**config.mk**
```make
export PLATFORM = sky130hd
export DESIGN_NAME = serial_adder
export DESIGN_NICKNAME = d
export VERILOG_FILES = /design/src/rtl/serial_adder.sv
export SDC_FILE = /design/constraint.sdc
export NUM_CORES = 1
export LEC_CHECK = 0
export CAP_MARGIN = 20
export CORE_MARGIN = 3
export CORE_UTILIZATION = 40
export DETAILED_ROUTE_END_ITERATION = 8
export GPL_TIMING_DRIVEN = 1
export PLACE_DENSITY_LB_ADDON = 0.15
export SYNTH_ARGS = -nofsm -noshare
export SYNTH_HDL_FRONTEND = slang
export SYNTH_SLANG_ARGS = --single-unit
export TNS_END_PERCENT = 50
```
**constraint.sdc**
```tcl
create_clock -name clk -period 1.3 [get_ports clk]
set_clock_uncertainty 0.05 [all_clocks]
set_input_delay 0.26 -clock clk [delete_from_list [all_inputs] [get_ports clk]]
set_output_delay 0.26 -clock clk [all_outputs]
set_load 0.02 [all_outputs]
```
**src/rtl/serial_adder.sv**
```systemverilog
// Bit-serial add/subtract: one full-adder cell plus a carry flop, LSB first over WIDTH clocks.
// Results, carry and signed overflow are published only when the last bit is done.
module serial_adder #(
    parameter int WIDTH = 8
) (
    input  logic             clk,
    input  logic             reset,
    input  logic             start,
    input  logic             sub,
    input  logic [WIDTH-1:0] a,
    input  logic [WIDTH-1:0] b,
    output logic             busy,
    output logic             done,
    output logic [WIDTH-1:0] sum,
    output logic             cout,
    output logic             overflow
);

    // state  | meaning
    // S_IDLE | waiting for start; operands latched on the accepting edge
    // S_RUN  | one bit per clock, WIDTH clocks
    // S_DONE | single-cycle done pulse, start ignored

    localparam int CW = (WIDTH > 1) ? $clog2(WIDTH) : 1;

    typedef enum logic [1:0] {
        S_IDLE = 2'd0,
        S_RUN  = 2'd1,
        S_DONE = 2'd2
    } state_t;

    state_t state, state_nxt;

    logic [WIDTH-1:0] a_sh;
    logic [WIDTH-1:0] b_sh;
    logic [WIDTH-1:0] res_sh;
    logic             carry;
    logic [CW-1:0]    cnt;
    logic             last_bit;
    logic             s_bit;
    logic             c_nxt;

    assign last_bit = (cnt == CW'(WIDTH - 1));
    assign s_bit    = a_sh[0] ^ b_sh[0] ^ carry;
    assign c_nxt    = (a_sh[0] & b_sh[0]) | (carry & (a_sh[0] ^ b_sh[0]));

    always_ff @(posedge clk) begin
        if (reset) begin
            state <= S_IDLE;
        end else begin
            state <= state_nxt;
        end
    end

    always_comb begin
        state_nxt = state;
        case (state)
            S_IDLE:  if (start) state_nxt = S_RUN;
            S_RUN:   if (last_bit) state_nxt = S_DONE;
            S_DONE:  state_nxt = S_IDLE;
            default: state_nxt = S_IDLE;
        endcase
    end

    // Subtraction is a + ~b + 1: b is inverted on load and the carry starts at 1.
    always_ff @(posedge clk) begin
        if (reset) begin
            a_sh     <= '0;
            b_sh     <= '0;
            res_sh   <= '0;
            carry    <= 1'b0;
            cnt      <= '0;
            sum      <= '0;
            cout     <= 1'b0;
            overflow <= 1'b0;
        end else begin
            case (state)
                S_IDLE: begin
                    if (start) begin
                        a_sh  <= a;
                        b_sh  <= sub ? ~b : b;
                        carry <= sub;
                        cnt   <= '0;
                    end
                end
                S_RUN: begin
                    a_sh   <= a_sh >> 1;
                    b_sh   <= b_sh >> 1;
                    res_sh <= {s_bit, res_sh[WIDTH-1:1]};
                    carry  <= c_nxt;
                    cnt    <= cnt + CW'(1);
                    // On the MSB step, carry still holds the carry into the MSB.
                    if (last_bit) begin
                        sum      <= {s_bit, res_sh[WIDTH-1:1]};
                        cout     <= c_nxt;
                        overflow <= carry ^ c_nxt;
                    end
                end
                default: ;
            endcase
        end
    end

    always_ff @(posedge clk) begin
        if (reset) begin
            busy <= 1'b0;
            done <= 1'b0;
        end else begin
            busy <= (state_nxt == S_RUN);
            done <= (state_nxt == S_DONE);
        end
    end

endmodule

```
==> summary.txt <==
Placement
  • Dpl hpwl: 2690 µm
  • Pre-CTS WS: -402 ps
  • Final GP Congestion: 0.733
  • Port Buffers: 31

Logic synthesis
  • Area share of fa/ha/maj cells after synthesis: 2.63%
  • Post-Syn Area per Cell: 8.79 µm²
  • Sequential element share of the synthesized area: 47.9%
  • Synthesized cell area: 1710 µm²
  • Yosys reg bits: 41
  • Synth Warn #: 0
  • Portion of netlist area occupied by mux cells: 0%
  • Syn Inst Count: 195
  • Post-Synth Simple-Gate Area: 22.4%
  • Synth Area in Compound Gates: 17.4%
  • Netlist cell types: 26
  • Syn_nets: 218
  • Main combinational cell family by area after synthesis: simple AND/OR/NAND/NOR gates
  • XOR/XNOR share of the synthesized area: 4.60%

GRT
  • Initial antenna violation count: 0
  • Gr busiest metal: met2
  • Largest net degree at the start of global routing: 18
  • GRT Total Usage: 16.6%
  • Vias in the first global route: 1505
  • First-pass GRT wire length: 6780 µm
  • GRT met3 Usage: 3.79%
  • GRT met1 Usage: 22.2%
  • Grt ovf: 0
  • Met2 Resource Use GR: 26.0%

Pwr
  • Maximum vdd ir drop: 0.760 mV
  • Pint: 0.00214 W
  • Leakage: 0.889 nW
  • Psw: 0.000617 W
  • Comb pwr share: 13.1%
  • Pwr Density: 1150 nW/µm²
  • Sw frac: 22.4%
  • Reg power frac: 49.0%
  • Power share of the clock group: 38.0%

Die
  • Die Width: 71.5 µm
  • Die area: 5110 µm²
  • CORE AREA: 4060 µm²
  • DIE HEIGHT: 71.5 µm
  • Io pins: 32
  • Site Rows: 23
  • Initial core utilization: 42.2%

Clock network
  • Num CTS Buffers: 5
  • Htree depth: 2
  • CTS tree: built
  • CTS root buffer: clkbuf_8
  • Hold buffers post-CTS: 0
  • CTS clk-pin slew, worst paths: 70 ps
  • Clock Path Buffers: 2
  • Clock Latency Late Sink: 290 ps
  • Clock sinks: 41

Final layout
  • Area growth, synth to finish: 40.0%
  • # nets final: 262
  • Util after Layout: 59.1%
  • Antenna cells: 0
  • Layout cells sized above 1: 24.6%
  • Filler instances: 351

Route
  • Iter 0 DRT Violations: 86
  • Vias per cell: 5.02
  • Drt pass-1 iters: 4
  • Final wirelength: 3800 µm
  • WL/cell: 13.1 µm
  • Post-DRT Antenna Nets: 0
  • Detailed-route DRC error count: 0
  • Vias: 1456

Timing
  • Max-slew violation count: 0
  • Slew headroom: 83.6%
  • Tcrit/Tclk final: 99.2%
  • RSZ-0062 raised after global routing: yes
  • Worst-Margin Slew: 246 ps
  • Final hold vios: 0
  • Hold slack: 405 ps
  • Post-route setup slack: 10.4 ps
  • Post-Route Setup TNS: 0 ps
  • Post-layout min period: 1290 ps
  • Fmax: 775 MHz
  • # setup viols final: 0

Critical path
  • Crit end category: flip-flop
  • Critical Path AT: 1460 ps
  • CP Launch Type: flip-flop
  • CP Class: flip-flop to flip-flop
  • CP Max Fanout: 5
  • Worst EP required: 1470 ps
  • Flop2flop setup slack: 10 ps

Hold path
  • Hold/Removal Path Class: flip-flop to flip-flop

Run status
  • Status: complete, no violations

Job
  • Max-capacitance violation count: 0
==> worst paths after layout <==
check,startpoint,endpoint,cells after the start
worst max-delay path,cnt[0],overflow,5
worst min-delay path,sum[7],sum[7],2
worst min register to register,sum[7],sum[7],2
worst max register to register,cnt[0],overflow,5
==> worst max-delay path: stages (launching register included) <==
cell and delay, ps:
dfxtp_2 340, ha_4 160, ha_4 160, and3b_2 220, buf_6 130, a211oi_2 160
==> layout by cell type, fill, tap and decap left out, types with 2 or more instances in the layout <==
cell             instances
a21oi_1                 16
dlygate4sd2_1            5
ha_4                     2
buf_4                   18
nor3_1                   8
clkdlybuf4s50_1         18
a22oi_1                 11
or3b_1                   7
a211oi_2                 4
buf_6                    3
o22ai_1                  7
clkbuf_8                 6
a21oi_2                  8
nand2_1                 27
xnor2_1                  8
clkdlybuf4s15_1          7
nand2b_1                 9
nand2_2                  5
dfxtp_2                  3
dfxtp_1                 37
nor2_1                  16
==> stage by stage <==
stage	power, W	cell area, µm²	instances
after floorplan	0.00157	1720	195
after global placement	0.00170	2170	281
after detailed placement	0.00172	2170	281
after CTS	0.00276	2340	290
after global routing	0.00287	2400	290
final	0.00275	2400	290
==> power by group through the flow <==
| stage | sequential [W] | clock (W) | combinational (W) |
|---|---|---|---|
| detailed placement | 0.00137 | 0 | 0.000344 |
| global route | 0.00135 | 0.00112 | 0.000398 |
| floorplan | 0.00137 | 0 | 0.000205 |
| CTS | 0.00135 | 0.00106 | 0.000353 |
| global placement | 0.00137 | 0 | 0.000333 |
| finish | 0.00135 | 0.00105 | 0.000359 |
==> timing repair <==
action,CTS,global route
endpoints found under the hold margin,0,0
endpoints found under the setup margin,37,40
pin swaps,2,7
gates resized for setup,29,25
buffers inserted,1,0
==> area by class of cell <==
class	count	area, µm²	share of cell area (%)
Clock inverter	1	30.0	1.25
Tap cell	50	62.6	2.61
Clock buffer	7	86.3	3.60
Multi-Input combinational cell	138	905	37.7
Timing Repair Buffer	53	488	20.3
Sequential cell	41	828	34.5
==> flip-flops by register name, indices dropped and copies added (netlist names) <==
signal    flops
state         2
b_sh          8
cnt           3
busy          1
overflow      1
done          1
carry         1
res_sh        7
sum           8
a_sh          8
cout          1
==> metal layers <==
metal	vias up	routed length [µm]
met5	-	0
met4	0	68
met3	7	144
met2	31	1750
met1	662	1830
li1	756	-
==> logic make-up (layout without fill, tap and decap cells) <==
family | Yosys count | in the layout
and+or+nand+nor | 78 | 78
buffers and inverters | 16 | 61
xor gates and xnor gates | 9 | 9
AOI/OAI and AO/OA | 48 | 48
adders and majority gates | 3 | 3
DFF | 41 | 41
==> Yosys cell counts <==
master	n	area, µm²
buf_1	1	3.75
nor3b_1	1	7.51
o21bai_1	1	7.51
buf_2	6	30.0
nand2b_1	9	56.3
nor2_1	16	60.1
o21ba_2	1	10.0
o22ai_1	7	43.8
dfxtp_1	41	821
fa_1	1	20.0
ha_1	2	25.0
nand3b_1	1	7.51
clkbuf_1	4	15.0
nor3_1	8	40.0
a211oi_2	1	12.5
and3b_1	1	8.76
nor2b_1	1	6.26
or2b_1	1	7.51
a211oi_1	3	22.5
a22oi_1	11	82.6
nand2_1	32	120
a21oi_1	24	120
buf_4	5	37.5
xor2_1	1	8.76
or3b_1	8	70.1
xnor2_1	8	70.1
Note: power is estimated with default switching activity, not from simulation.
